===== src/rtl/uart_frame_pkg.sv =====
// Shared constants and state encoding for the UART command-frame parser.
package uart_frame_pkg;

   localparam logic [7:0] HDR0 = 8'hA5;
   localparam logic [7:0] HDR1 = 8'h5A;

   localparam int DEF_MAX_LEN = 8;
   localparam int DEF_LEN_W   = 4;

   typedef enum logic [2:0] {
      S_HDR0 = 3'd0,
      S_HDR1 = 3'd1,
      S_CMD  = 3'd2,
      S_LEN  = 3'd3,
      S_PAY  = 3'd4,
      S_CHK  = 3'd5,
      S_OUT  = 3'd6
   } state_t;

endpackage


===== src/rtl/uart_frame_timeout.sv =====
// Inter-byte timeout counter for the frame parser.
// Instantiated only when UART_FRAME_TIMEOUT_EN is defined.
// expire is asserted on the cycle in which the count sits at TIMEOUT_CYC-1
// and no clear is requested, so a coincident byte accept always wins.
module uart_frame_timeout #(
   parameter int TIMEOUT_CYC = 10416*4
) (
   input  logic sys_clk,
   input  logic rst_n,
   input  logic clr,
   input  logic en,
   output logic expire
);

   localparam int CW = $clog2(TIMEOUT_CYC);

   logic [CW-1:0] r_cnt;

   assign expire = en & ~clr & (r_cnt == CW'(TIMEOUT_CYC - 1));

   // Count idle cycles; restart on clear or after an expiry.
   always_ff @(posedge sys_clk or negedge rst_n) begin
      if (!rst_n) begin
         r_cnt <= '0;
      end else if (clr || expire) begin
         r_cnt <= '0;
      end else if (en) begin
         r_cnt <= r_cnt + CW'(1);
      end
   end

endmodule


===== src/rtl/uart_frame_parser.sv =====
// Command-frame parser sitting behind the UART byte receiver.
// Frame: A5 5A CMD LEN PAYLOAD[LEN] CHK, CHK = XOR of CMD, LEN and payload.
// A verified frame is held on frame_* until frame_ready; malformed frames
// produce single-cycle err_* pulses.
// Optional feature: define UART_FRAME_TIMEOUT_EN to abandon a partial frame
// after TIMEOUT_CYC idle cycles (err_timeout pulse); otherwise err_timeout is 0.
module uart_frame_parser
   import uart_frame_pkg::*;
#(
   parameter int DATA_WIDTH  = 8,
   parameter int MAX_LEN     = DEF_MAX_LEN,
   parameter int LEN_W       = DEF_LEN_W,
   parameter int TIMEOUT_CYC = 10416*4
) (
   input  logic                  sys_clk,
   input  logic                  rst_n,
   input  logic                  rx_valid,
   input  logic [DATA_WIDTH-1:0] rx_data,
   output logic                  rx_ready,
   output logic                  frame_valid,
   input  logic                  frame_ready,
   output logic [7:0]            frame_cmd,
   output logic [LEN_W-1:0]      frame_len,
   output logic [MAX_LEN*8-1:0]  frame_payload,
   output logic                  err_chk,
   output logic                  err_len,
   output logic                  err_timeout
);

   state_t               r_state;
   state_t               w_nxt;
   logic [7:0]           r_cmd;
   logic [LEN_W-1:0]     r_len;
   logic [MAX_LEN*8-1:0] r_payload;
   logic [7:0]           r_chk;
   logic [LEN_W-1:0]     r_idx;
   logic                 r_err_chk;
   logic                 r_err_len;

   logic                 w_accept;
   logic [7:0]           w_byte;
   logic                 w_ld_cmd;
   logic                 w_ld_len;
   logic                 w_ld_pay;
   logic                 w_err_chk;
   logic                 w_err_len;
   logic                 w_expire;

   // Readiness depends only on the state so upstream never sees a loop.
   assign rx_ready      = (r_state != S_OUT);
   assign w_accept      = rx_valid & rx_ready;
   assign w_byte        = rx_data[7:0];

   assign frame_valid   = (r_state == S_OUT);
   assign frame_cmd     = r_cmd;
   assign frame_len     = r_len;
   assign frame_payload = r_payload;
   assign err_chk       = r_err_chk;
   assign err_len       = r_err_len;

`ifdef UART_FRAME_TIMEOUT_EN
   logic w_to_clr;
   logic r_err_to;

   // Idle time only matters while a frame is partially received.
   assign w_to_clr = w_accept | (r_state == S_HDR0) | (r_state == S_OUT);

   uart_frame_timeout #(
      .TIMEOUT_CYC (TIMEOUT_CYC)
   ) u_timeout (
      .sys_clk (sys_clk),
      .rst_n   (rst_n),
      .clr     (w_to_clr),
      .en      (~w_to_clr),
      .expire  (w_expire)
   );

   // Register the expiry into a one-cycle pulse.
   always_ff @(posedge sys_clk or negedge rst_n) begin
      if (!rst_n) begin
         r_err_to <= 1'b0;
      end else begin
         r_err_to <= w_expire;
      end
   end

   assign err_timeout = r_err_to;
`else
   logic w_unused_timeout;

   assign w_unused_timeout = (TIMEOUT_CYC == 0);
   assign w_expire         = 1'b0;
   assign err_timeout      = 1'b0;
`endif

   // State register.
   always_ff @(posedge sys_clk or negedge rst_n) begin
      if (!rst_n) begin
         r_state <= S_HDR0;
      end else begin
         r_state <= w_nxt;
      end
   end

   // Next-state decode and datapath load strobes.
   always_comb begin
      w_nxt     = r_state;
      w_ld_cmd  = 1'b0;
      w_ld_len  = 1'b0;
      w_ld_pay  = 1'b0;
      w_err_chk = 1'b0;
      w_err_len = 1'b0;
      case (r_state)
         S_HDR0: begin
            if (w_accept && (w_byte == HDR0)) w_nxt = S_HDR1;
         end
         S_HDR1: begin
            if (w_accept) begin
               if (w_byte == HDR1)      w_nxt = S_CMD;
               else if (w_byte == HDR0) w_nxt = S_HDR1;
               else                     w_nxt = S_HDR0;
            end
         end
         S_CMD: begin
            if (w_accept) begin
               w_ld_cmd = 1'b1;
               w_nxt    = S_LEN;
            end
         end
         S_LEN: begin
            if (w_accept) begin
               if (w_byte > 8'(MAX_LEN)) begin
                  w_err_len = 1'b1;
                  w_nxt     = S_HDR0;
               end else begin
                  w_ld_len = 1'b1;
                  w_nxt    = (w_byte == 8'd0) ? S_CHK : S_PAY;
               end
            end
         end
         S_PAY: begin
            if (w_accept) begin
               w_ld_pay = 1'b1;
               if (r_idx == (r_len - LEN_W'(1))) w_nxt = S_CHK;
            end
         end
         S_CHK: begin
            if (w_accept) begin
               if (w_byte == r_chk) begin
                  w_nxt = S_OUT;
               end else begin
                  w_err_chk = 1'b1;
                  w_nxt     = S_HDR0;
               end
            end
         end
         S_OUT: begin
            if (frame_ready) w_nxt = S_HDR0;
         end
         default: w_nxt = S_HDR0;
      endcase
      // Expiry never coincides with an accept, so no load strobe is lost.
      if (w_expire) w_nxt = S_HDR0;
   end

   // Frame fields, running checksum, payload index and error pulses.
   always_ff @(posedge sys_clk or negedge rst_n) begin
      if (!rst_n) begin
         r_cmd     <= '0;
         r_len     <= '0;
         r_payload <= '0;
         r_chk     <= '0;
         r_idx     <= '0;
         r_err_chk <= 1'b0;
         r_err_len <= 1'b0;
      end else begin
         r_err_chk <= w_err_chk;
         r_err_len <= w_err_len;
         if (w_ld_cmd) begin
            r_cmd     <= w_byte;
            r_chk     <= w_byte;
            r_payload <= '0;
         end
         if (w_ld_len) begin
            r_len <= w_byte[LEN_W-1:0];
            r_chk <= r_chk ^ w_byte;
            r_idx <= '0;
         end
         if (w_ld_pay) begin
            r_payload[{r_idx, 3'b000} +: 8] <= w_byte;
            r_chk <= r_chk ^ w_byte;
            r_idx <= r_idx + LEN_W'(1);
         end
      end
   end

endmodule


===== config.mk =====
export PLATFORM = sky130hd
export DESIGN_NAME = uart_frame_parser
export DESIGN_NICKNAME = d
export VERILOG_FILES = /design/src/rtl/uart_frame_pkg.sv /design/src/rtl/uart_frame_timeout.sv /design/src/rtl/uart_frame_parser.sv
export SDC_FILE = /design/constraint.sdc
export NUM_CORES = 1
export LEC_CHECK = 0
export ABC_CLOCK_PERIOD_IN_PS = 4900
export BUFFER_PORTS_ARGS = -buffer_cell sky130_fd_sc_hd__buf_2
export CORE_MARGIN = 2
export CORE_UTILIZATION = 59
export DETAILED_ROUTE_END_ITERATION = 6
export PLACE_DENSITY = 0.85
export SLEW_MARGIN = 10
export SYNTH_ARGS = -nofsm -noshare
export SYNTH_HDL_FRONTEND = slang
export SYNTH_SLANG_ARGS = --single-unit

===== constraint.sdc =====
create_clock -name sys_clk -period 4.9 [get_ports sys_clk]
set_clock_uncertainty 0.05 [all_clocks]
set_input_delay 0.245 -clock sys_clk [delete_from_list [all_inputs] [get_ports sys_clk]]
set_output_delay 0.245 -clock sys_clk [all_outputs]
set_load 0.05 [all_outputs]

==> results.md, run 1 <==
- Status: finished clean
- CORE AREA: 0.00733 mm2
- Asr flop ratio synth: 100%
- Crit-path cells: inv_1, ha_1, inv_2, or3_1, nor3_2, o21ai_0
- Die extent in y: 91.3 um
- Peak supply drop: 0.393 mV
- H-Tree Depth: 3
- Leakage: 2.51 nW
- Max Root-Sink Buffers: 2
- Setup crit end kind: flop
- Worst-Skew Late Latency: 0.36 ns
- Setup TNS: 0 ns
- Fmax: 372 MHz
- PD cells: 688 mW/mm2
- Vias per std cell: 5.91
- Gr usage total: 28.0%
- Yosys warnings: 0
- Library cells used by synthesis: 53
- # rows: 31
- Worst-path clk slew: 0.09 ns
- Routed via count: 3,803
- Crit-path max cell delay: 0.73 ns
- Synth Flop Type: dfrtp_1
- # setup viols final: 0
- Syn Inst Count: 473
- Netlist Area Pre-Place: 0.00450 mm2
- CP max FO: 16
- Fill cells: 554
- CTS tree: yes
- Layout cells sized above 1: 25.7%
- Vias in the first global route: 3,688
- Worst hold path type: in -> reg
- WL per Instance: 17.0 um
- Die ar.: 0.00834 mm2
- Post-CTS Resized: 0
- Tcrit/Tclk final: 54.9%
- Hpwl dp: 7400 um
- Root Driver: clkbuf_8
- Period minus WS final: 2.69 ns
- CTS buffer count: 9
- Required time at the worst-slack endpoint: 5.06 ns
- Startpoint types: flop
- Final Hold Fails: 0
- Initial DRT Pass Iterations: 5
- DIE WIDTH: 91.3 um
- First-pass GRT wire length: 18,400 um
- Starting Density: 61.4%
- Critical path class: reg -> reg
- Dpl ws: 2.22 ns
- Sequential area share after synthesis: 51.7%
- Top Family by Delay on Critical Path: simple AND/OR/NAND/NOR gates
- # IOs: 93
- Max-slew violations: 0
- Fin nets: 556
- CP Buf/Inv Count: 2
- Final setup margin: 2.21 ns
- Inserted Diodes: 0
- Gpl congestion: 0.899
- WP data arrival: 2.85 ns
- WL final: 11,000 um
- Post-CTS setup buffer count: 0
- Syn_area_per_cell: 9.51 um2
- DRT iter0 DRCs: 316
- GRT overflow: 0
- Unrepaired setup endpoints after global routing: no
- IO buf count: 91
- Mapped Nets: 490
- CP max stage cell: nor3_2
- Worst slew pin tran: 0.815 ns
- Slew HR: 45.7%
- Number of synthesized register bits: 93
- Largest net degree at the start of global routing: 67
- Layout area overhead: 13.8%
- Initial antenna violation count: 0
- Post-route ant nets: 0
- CTS Sinks: 93
- Residual DRC: 0
- WHS: 0.154 ns
- Number of flops mapped to enable cells by yosys: 0
- # Max-Cap Violations: 0
[tightest hold or removal path: stages]
cell     delay (ns)
buf_2          0.17
nand2_1        0.08
nor2_1         0.04
[cell type report]
class                      count  area, um2  area share [%]
inverter                      10       37.5           0.733
timing repair buffer          94        483            9.43
sequential                    93       2330            45.4
multi-input combinational    331       1940            37.9
clock inverter                 6       71.3            1.39
clock buffer                  10        138            2.69
tap                           99        124            2.42
[placed cells by master, fill, tap and decap left out, drive strengths merged, types with 2 or more instances in the layout]
cell type,n
dfrtp,93
buf,93
nand2,75
o21ai,50
nand3,46
nor2,26
a21oi,26
xnor2,16
mux2,14
inv,11
clkbuf,10
nor3b,9
or2,7
and2,6
a21o,5
a32o,5
ha,5
nor2b,3
mux2i,3
and4,3
nor4,3
a31oi,3
nor3,3
nand4,3
clkinv,3
o31ai,2
o41ai,2
[worst paths after layout]
check / startpoint / end / slack [ns] / cells after the start
worst max register to register: r_idx[0]$_DFFE_PN0P_ / frame_payload[6]$_DFF_PN0_ / 2.21 / 6
max in group asynchronous: rst_n / frame_payload[19]$_DFF_PN0_ / 3.40 / 3
worst max-delay path: r_idx[0]$_DFFE_PN0P_ / frame_payload[6]$_DFF_PN0_ / 2.21 / 6
worst min register to register: frame_payload[8]$_DFF_PN0_ / frame_payload[8]$_DFF_PN0_ / 0.45 / 2
worst min-delay path: rx_valid / err_len$_DFF_PN0_ / 0.15 / 3
min in group asynchronous: rst_n / frame_payload[3]$_DFF_PN0_ / 0.26 / 2
[state kept, by name (all words and copies together) (netlist names)]
name and count:
frame_cmd 8, r_idx 4, err_len 1, frame_payload 64, frame_len 4, err_chk 1, r_chk 8, r_state 3
[cell usage after synthesis (2+ instances only)]
master | number | area, um2
mux2i_1 | 3 | 30.0
nor2b_1 | 3 | 18.8
nand4_1 | 2 | 12.5
mux2_2 | 14 | 158
a31oi_1 | 3 | 18.8
ha_1 | 5 | 62.6
nor3b_1 | 8 | 60.1
o21ai_1 | 14 | 70.1
xnor2_1 | 16 | 140
dfrtp_1 | 93 | 2330
nand3_1 | 46 | 230
a21oi_1 | 26 | 130
buf_6 | 3 | 33.8
and2_1 | 5 | 31.3
nor2_1 | 26 | 97.6
a21o_1 | 5 | 37.5
and4_1 | 3 | 26.3
clkbuf_1 | 17 | 63.8
o21ai_0 | 36 | 180
nor4_1 | 3 | 18.8
o31ai_1 | 2 | 15.0
nor3_1 | 2 | 10.0
a32o_1 | 5 | 50.1
buf_4 | 3 | 22.5
nand2_1 | 75 | 282
buf_2 | 13 | 65.1
buf_1 | 3 | 11.3
or2_2 | 6 | 37.5
inv_1 | 9 | 33.8
[report_power, final]
part	switching, mW	leakage [nW]	internal, mW
clock network	0.275	0.104	0.254
registers	0.211	1.24	1.02
logic	1.30	1.16	0.462
total	1.79	2.51	1.74
[cells by family (layout without fill, tap and decap cells)]
logic type / Yosys count / in the layout / share of synthesized area, %
compound gates: 102 / 102 / 13.8
other cells: 1 / 1 / 0.0833
mux: 17 / 17 / 4.17
buf+inv: 49 / 120 / 5.20
xor+xnor: 16 / 16 / 3.11
simple gates: 190 / 190 / 20.5
fa+ha+maj: 5 / 5 / 1.39
flops: 93 / 93 / 51.7
[routing by layer]
layer | share of wire [%] | up-vias | GRT usage (%)
met3 | 6.8 | 33 | 4.90
li1 | - | 1761 | -
met2 | 47 | 158 | 43.0
met1 | 43 | 1851 | 38.2
met5 | 0 | - | 0
met4 | 3.5 | 0 | 14.8
[per-stage QoR]
stage | area [um2] | utilization [%] | cells | total power [mW]
final | 5120 | 69.9 | 643 | 3.52
after CTS | 5120 | 69.9 | 643 | 3.52
after global routing | 5120 | 69.9 | 643 | 3.73
after global placement | 4900 | 66.9 | 626 | 2.94
after floorplan | 4500 | - | 473 | 2.61
after detailed placement | 4900 | 66.9 | 626 | 2.99
[repair_timing]
action | CTS | global route
hold endpoints to repair | 27 | 0
setup endpoints to repair | 0 | 0
hold buffers | 1 | 0
Power figures use the tool's default switching activity.
==> run 2, diff against run 1 <==
--- a/config.mk
+++ b/config.mk
@@ -5,12 +5,13 @@
 export SDC_FILE = /design/constraint.sdc
 export NUM_CORES = 1
 export LEC_CHECK = 0
-export ABC_CLOCK_PERIOD_IN_PS = 4900
+export ABC_AREA = 1
+export ABC_CLOCK_PERIOD_IN_PS = 2200
 export BUFFER_PORTS_ARGS = -buffer_cell sky130_fd_sc_hd__buf_2
 export CORE_MARGIN = 2
-export CORE_UTILIZATION = 59
+export CORE_UTILIZATION = 50
 export DETAILED_ROUTE_END_ITERATION = 6
-export PLACE_DENSITY = 0.85
+export PLACE_DENSITY = 0.76
 export SLEW_MARGIN = 10
 export SYNTH_ARGS = -nofsm -noshare
 export SYNTH_HDL_FRONTEND = slang
==> constraint.sdc (replaced) <==
create_clock -name sys_clk -period 2.2 [get_ports sys_clk]
set_clock_uncertainty 0.05 [all_clocks]
set_input_delay 0.11 -clock sys_clk [delete_from_list [all_inputs] [get_ports sys_clk]]
set_output_delay 0.11 -clock sys_clk [all_outputs]
set_load 0.05 [all_outputs]
==> run 2 against run 1 <==
Effect of this change:
- synthesized cell count grew 28%
- flip-flop and latch count did not move
- power is 1.4% lower
- core utilization is 8.8 points lower
- critical endpoint is now frame_payload[7]$_DFF_PN0_
- global-route usage shrank 2.9 points
- largest cell class unchanged
- fmax is 34% higher
==> results.md, run 2 <==
- Most common cell in the netlist: nand2_1
- Gr usage total: 25.0% (-2.9 points)
- Largest net degree at the start of global routing: 39 (-42%)
- Vias per std cell: 5.24 (-11%)
- Yosys warnings: 0 (unchanged)
- Tcrit/Tclk final: 91.4% (+37 points)
- Most frequent CP cell: inv_1
- IO buf count: 91 (unchanged)
- Startpoint types: flop
- Crit-path max cell delay: 0.44 ns (-0.29 ns)
- Hpwl dp: 9030 um (+22%)
- WL per Instance: 15.0 um (-12%)
- # setup viols final: 0 (unchanged)
- Top layer in use: met4
- Routed via count: 4,390 (+15%)
- Placed cells: 816 (+30%)
- PD cells: 615 mW/mm2 (-11%)
- DRT iter0 DRCs: 226 (-28%)
- # IOs: 93 (unchanged)
- Peak supply drop: 0.354 mV (-9.7%)
- Largest register FFs: 64 (unchanged)
- Share of the synthesized area in the top cell type: 48.9% (-2.8 points)
- # Max-Cap Violations: 0 (unchanged)
- Hold-critical path depth: 3 (unchanged)
- Slew HR: 66.5% (+21 points)
- GRT overflow: 0 (unchanged)
- Syn_area_per_cell: 7.85 um2 (-18%)
- WL final: 12,500 um (+14%)
- Leakage: 3.25 nW (+30%)
- Met2 Wirelength: 5970 um (+16%)
- FF-to-FF path depth: 5 (-1)
- Crit-path cells: inv_1, ha_2, inv_1, nand3_2, o21ai_0
- Unrepaired setup endpoints after global routing: no
- Final design utilization: 61.1% (-8.8 points)
- Netlist Area Pre-Place: 0.00476 mm2 (+5.8%)
- Metal3 WL: 839 um (+13%)
- WP data arrival: 2.22 ns (-0.63 ns)
- Inserted Diodes: 0 (unchanged)
- Root Driver: clkbuf_8
- Residual DRC: 0 (unchanged)
- Library cells used by synthesis: 34 (-36%)
- Layout area overhead: 18.5%
- First-pass GRT wire length: 20,400 um (+11%)
- Synth Flop Type: dfrtp_1
- Max Root-Sink Buffers: 2 (unchanged)
- Fin nets: 721 (+30%)
- CTS tree: yes
- Layout cells sized above 1: 22.1% (-3.6 points)
- CP Buf/Inv Count: 2 (unchanged)
- Setup crit end kind: flop
- Final setup margin: 0.189 ns (-2.02 ns)
- DIE WIDTH: 102 um (+11%)
- Setup TNS: 0 ns (unchanged)
- Critical path depth: 5 (-1)
- Cell taking the most area after synthesis: dfrtp_1
- Post-route ant nets: 0 (unchanged)
- Mapped Nets: 624 (+27%)
- Dpl ws: 0.00101 ns (-2.22 ns)
- Adder-Cell Fraction of Synth Area: 1.31% (-0.076 points)
- CP max FO: 16 (unchanged)
- XOR/XNOR share of the synthesized area: 0.709% (-2.4 points)
- Most frequent cells in the layout: nand2_1, dfrtp_1, buf_2, nand3_1, inv_1
- Worst-Skew Late Latency: 0.37 ns (about the same)
- Asr flop ratio synth: 100% (unchanged)
- Period minus WS final: 2.01 ns (-0.679 ns)
- Max-slew violations: 0 (unchanged)
- Worst hold path type: in -> reg
- Initial DRT Pass Iterations: 5 (unchanged)
- Worst slew pin tran: 0.503 ns (-0.312 ns)
- Gpl congestion: 0.913 (+1.6%)
- Die ar.: 0.0103 mm2 (+24%)
- Non-filler cells, final: 838 (+30%)
- Final Hold Fails: 0 (unchanged)
- Initial antenna violation count: 0 (unchanged)
- CTS buffer count: 9 (unchanged)
- Ranking of synthesized cells by area: dfrtp_1, nand2_1, nand3_1, inv_1, nor2_1
- CP max stage cell: dfrtp_1
- Top Family by Delay on Critical Path: flip-flops
- Required time at the worst-slack endpoint: 2.41 ns (-2.65 ns)
- Simple-gate share of the synthesized area: 36.2% (+16 points)
- Number of flops mapped to enable cells by yosys: 0 (unchanged)
- Largest family of logic cells by synthesized area: simple AND/OR/NAND/NOR gates
- CTS Sinks: 93 (unchanged)
- Synth Area in Compound Gates: 5.94% (-7.9 points)
- Sequential area share after synthesis: 48.9% (-2.8 points)
- Commonest non-fill, non-tap cell in the layout: nand2_1
- Reg-to-reg setup timing slack: 0.19 ns (-2.02 ns)
- Met1 wire length: 5400 um (+16%)
- Mux cell area share after synthesis: 0% (-4.2 points)
- Syn Inst Count: 607 (+28%)
- Critical path class: reg -> reg
- Die extent in y: 102 um (+11%)
- Fmax: 497 MHz (+34%)
- Starting Density: 51.5% (-9.9 points)
- # rows: 35 (+13%)
- H-Tree Depth: 3 (unchanged)
- Number of synthesized register bits: 93 (unchanged)
- Status: finished clean
- CORE AREA: 0.00924 mm2 (+26%)
- Vias in the first global route: 4,288 (+16%)
- Worst-path clk slew: 0.10 ns (about the same)
- Most frequent cells after synthesis: nand2_1, dfrtp_1, nand3_1, inv_1, nor2_1
[run 2: changes by cell type after synthesis, moves of 8 or more]
cell      before  now
mux2_2        14    0
nor2_1        26   46
clkbuf_1      17    7
nand4_1        2   17
nor3b_1        8    0
o21ai_0       36   24
nand3_2        0    8
o21ai_1       14    0
nand3_1       46   77
nand2_1       75  198
xnor2_1       16    1
inv_1          9   51
[run 2: path summary, 6_finish.rpt]
kind / startpoint / to
min in group asynchronous: rst_n / frame_payload[44]$_DFF_PN0_
worst min register to register: frame_cmd[6]$_DFFE_PN0P_ / frame_cmd[6]$_DFFE_PN0P_
worst max register to register: r_idx[1]$_DFFE_PN0P_ / frame_payload[7]$_DFF_PN0_
worst min-delay path: rx_data[1] / frame_cmd[1]$_DFFE_PN0P_
worst max-delay path: r_idx[1]$_DFFE_PN0P_ / frame_payload[7]$_DFF_PN0_
max in group asynchronous: rst_n / err_len$_DFF_PN0_
[run 2: cell families (layout without fill, tap and decap cells)]
logic type	after synthesis	count (layout)
AND/OR/NAND/NOR	373	373
buffers and inverters	80	182
XOR/XNOR	3	3
adder cells (fa/ha/maj)	5	5
other	1	1
AO/OA/AOI/OAI	52	52
flip-flops	93	93
[run 2: timing repair]
item	4_1_cts	5_1_grt
cloned	0	0
hold buffers	2	0
pin swaps	1	1
resized for setup	0	2
endpoints found under the setup margin	7	12
buffers inserted	3	1
endpoints found under the hold margin	37	0
[run 2: power by group]
part	switching [mW]	internal (mW)	total (mW)
logic	0.359	0.131	0.490
registers	0.0531	1.77	1.82
clock network	0.629	0.533	1.16
[run 2: per-layer routing]
metal	track usage (%)	vias to the layer above
li1	-	2151
met1	33.1	2045
met2	40.2	168
met3	4.21	26
met4	11.7	0
met5	0	-
[run 2: final cells by class]
class | count | area (um2)
clock buffers | 10 | 128
clock inverters | 6 | 71.3
fillers | 830 | 3590
inverters | 57 | 214
multi-input cells | 434 | 2120
flip-flops and latches | 93 | 2330
well taps | 129 | 161
repair buffers | 109 | 623
[run 2: worst reg2reg max path, cell delays in order, from the launching register on]
cell	delay [ns]
dfrtp_1	0.44
inv_1	0.17
ha_2	0.31
inv_1	0.24
nand3_2	0.37
o21ai_0	0.33
[run 2: stage by stage]
step | power, mW | cell area, um2 | hold WS [ns]
3_3_place_gp | 2.33 | 5370 | 0.0625
3_5_place_dp | 2.34 | 5370 | 0.0645
4_1_cts | 3.48 | 5610 | 0.00994
5_1_grt | 3.62 | 5650 | 0.0209
6_report | 3.47 | 5650 | 0.0103
2_1_floorplan | 2.18 | 4760 | -0.236
==> run 3, diff against run 2 <==
--- a/config.mk
+++ b/config.mk
@@ -7,12 +7,13 @@
 export LEC_CHECK = 0
 export ABC_AREA = 1
 export ABC_CLOCK_PERIOD_IN_PS = 2200
-export BUFFER_PORTS_ARGS = -buffer_cell sky130_fd_sc_hd__buf_2
 export CORE_MARGIN = 2
-export CORE_UTILIZATION = 50
+export CORE_UTILIZATION = 57
 export DETAILED_ROUTE_END_ITERATION = 6
-export PLACE_DENSITY = 0.76
+export DONT_BUFFER_PORTS = 1
+export PLACE_DENSITY = 0.75
 export SLEW_MARGIN = 10
 export SYNTH_ARGS = -nofsm -noshare
 export SYNTH_HDL_FRONTEND = slang
 export SYNTH_SLANG_ARGS = --single-unit
+export TNS_END_PERCENT = 30
==> run 3 against run 2 <==
Effect of this change:
- the run now ends with hold timing left
- core utilization increased by 3.2 points
- count of clock-buffer cells in the layout stayed put
- hold slack lost 0.63 ns
- non-clock buffer count decreased by 84
- combinational power down 41%
- critical endpoint is now frame_payload[36]$_DFF_PN0_
- cell count fell by 13%
- register-to-register slack got worse by 0.09 ns
- clock power increased by 23%
- sequential share of layout area increased by 3.0 points
- sequential power increased by 7%
- highest routed layer unchanged
==> results.md, run 3 (synthesis results as in run 2) <==
- Status: finished, violations left
- Violated checks: hold timing
- Worst-path clk slew: 0.09 ns (about the same)
- CP Buf/Inv Count: 3 (+1)
- Initial antenna violation count: 1 (+1)
- Met2 Wirelength: 5900 um (-1.2%)
- Non-filler cells, final: 731 (-13%)
- Placed cells: 703 (-14%)
- Tcrit/Tclk final: 95.4% (+4.0 points)
- Setup TNS: 0 ns (unchanged)
- Area of placed instances: 0.00488 mm2 (-9.0%)
- DIE WIDTH: 95.4 um (-6.1%)
- Multi-input logic area: 0.00212 mm2 (-0.12%)
- Total chip power: 3.66 mW (+5.4%)
- Leakage: 2.84 nW (-13%)
- # IOs: 93 (unchanged)
- Met1 wire length: 4890 um (-9.5%)
- Fin nets: 637 (-12%)
- Initial DRT Pass Iterations: 5 (unchanged)
- CP max FO: 9 (-7)
- Die extent in y: 95.4 um (-6.1%)
- Largest net degree at the start of global routing: 94 (+140%)
- Unrepaired setup endpoints after global routing: yes
- Worst r2r src: r_idx[1]$_DFFE_PN0P_
- Gpl congestion: 0.883 (-3.2%)
- Commonest non-fill, non-tap cell in the layout: nand2_1
- Dpl ws: 0.0296 ns (+0.0286 ns)
- Max Root-Sink Buffers: 2 (unchanged)
- Post-route ant nets: 0 (unchanged)
- Hold_buf cts: 10 (+8)
- # Max-Cap Violations: 0 (unchanged)
- Worst-Skew Late Latency: 0.36 ns (about the same)
- Final Hold Fails: 93 (+93)
- Residual DRC: 0 (unchanged)
- Routed via count: 4,124 (-6.1%)
- Starting Density: 58.2% (+6.7 points)
- PD cells: 697 mW/mm2 (+13%)
- Die ar.: 0.00910 mm2 (-12%)
- Slew HR: 64.4% (-2.1 points)
- Crit-path cells: inv_1, ha_1, xnor2_4, inv_2, nor2_4, buf_4, nand2_2, nand3_1, nand2_1
- Top Family by Delay on Critical Path: simple AND/OR/NAND/NOR gates
- Hpwl dp: 8300 um (-8.1%)
- Largest register FFs: 64 (unchanged)
- Startpoint types: flop
- Critical path class: reg -> reg
- Finished Cell Area: 0.00526 mm2 (-6.8%)
- CP Launch Point: r_idx[1]$_DFFE_PN0P_
- Vias in the first global route: 3,982 (-7.1%)
- Vias per std cell: 5.64 (+7.7%)
- IO buf count: 0 (-100%)
- CTS tree: yes
- Fmax: 476 MHz (-4.2%)
- Layout area overhead: 10.5%
- Final design utilization: 64.3% (+3.2 points)
- Crit-path max cell delay: 0.46 ns (+0.02 ns)
- WP data arrival: 2.31 ns (+0.09 ns)
- CTS buffer count: 9 (unchanged)
- Worst hold path type: in -> async
- Period minus WS final: 2.10 ns (+0.0886 ns)
- Most frequent cells in the layout: nand2_1, dfrtp_1, nand3_1, inv_1, nor2_1
- WHS: -0.621 ns (-0.631 ns)
- Root Driver: clkbuf_8
- Worst slew pin tran: 0.534 ns (+0.0313 ns)
- # rows: 33 (-5.7%)
- DRT iter0 DRCs: 251 (+11%)
- Metal3 WL: 1070 um (+27%)
- Required time at the worst-slack endpoint: 2.41 ns (about the same)
- CP max stage cell: dfrtp_1
- Setup crit end kind: flop
- GRT overflow: 0 (unchanged)
- # setup viols final: 0 (unchanged)
- Final setup margin: 0.101 ns (-0.0886 ns)
- WL per Instance: 16.6 um (+11%)
- CTS Sinks: 93 (unchanged)
- H-Tree Depth: 3 (unchanged)
- CORE AREA: 0.00818 mm2 (-12%)
- WL final: 12,100 um (-3.2%)
- Peak supply drop: 0.395 mV (+11%)
- Top layer in use: met4
- Fill cells: 708 (-15%)
- First-pass GRT wire length: 19,500 um (-4.5%)
- Layout cells sized above 1: 10.4% (-12 points)
- Max-slew violations: 0 (unchanged)
- Reg area: 0.00233 mm2 (unchanged)
- Gr usage total: 28.0% (+3.0 points)
## run 3: what timing repair did
action / 4_1_cts / 5_1_grt
hold endpoints to repair: 135 / 93
setup buffers: 0 / 1
setup endpoints to repair: 0 / 24
resized for setup: 0 / 1
## run 3: final timing paths
kind	depth (start not counted)	endpoint	slack, ns
hold / removal	0	frame_payload[43]$_DFF_PN0_	-0.62
min in group sys_clk	4	frame_payload[8]$_DFF_PN0_	0.01
max in group asynchronous	0	err_chk$_DFF_PN0_	2.55
setup / recovery	9	frame_payload[36]$_DFF_PN0_	0.10
hold reg to reg	2	r_chk[1]$_DFFE_PN0P_	0.52
setup reg to reg	9	frame_payload[36]$_DFF_PN0_	0.10
## run 3: worst reg2reg max path: cells and delay by family, from the launching register on
kind / cells / cell delay [ns]
xor gates and xnor gates: 1 / 0.26
adders and majority gates: 1 / 0.30
buffers and inverters: 3 / 0.44
DFF: 1 / 0.46
and+or+nand+nor: 4 / 0.50
## run 3: cell type report
cell class | instances | share of cell area (%)
inverter | 57 | 4.07
multi-input combinational | 434 | 40.3
tap | 105 | 2.50
timing repair buffer | 25 | 4.04
clock inverter | 6 | 2.21
sequential | 93 | 44.2
antenna | 1 | 0.0476
clock buffer | 10 | 2.62
## run 3: where the power goes
part	internal (mW)	switching, mW	total [mW]
logic	0.103	0.187	0.291
clock network	0.796	0.629	1.43
registers	1.77	0.180	1.95
total	2.67	0.997	3.66
## run 3: per-layer routing
metal / track usage [%] / vias to the layer above
met5: 0 / -
met1: 35.5 / 1944
met4: 11.4 / 0
li1: - / 1992
met3: 7.91 / 29
met2: 45.5 / 159
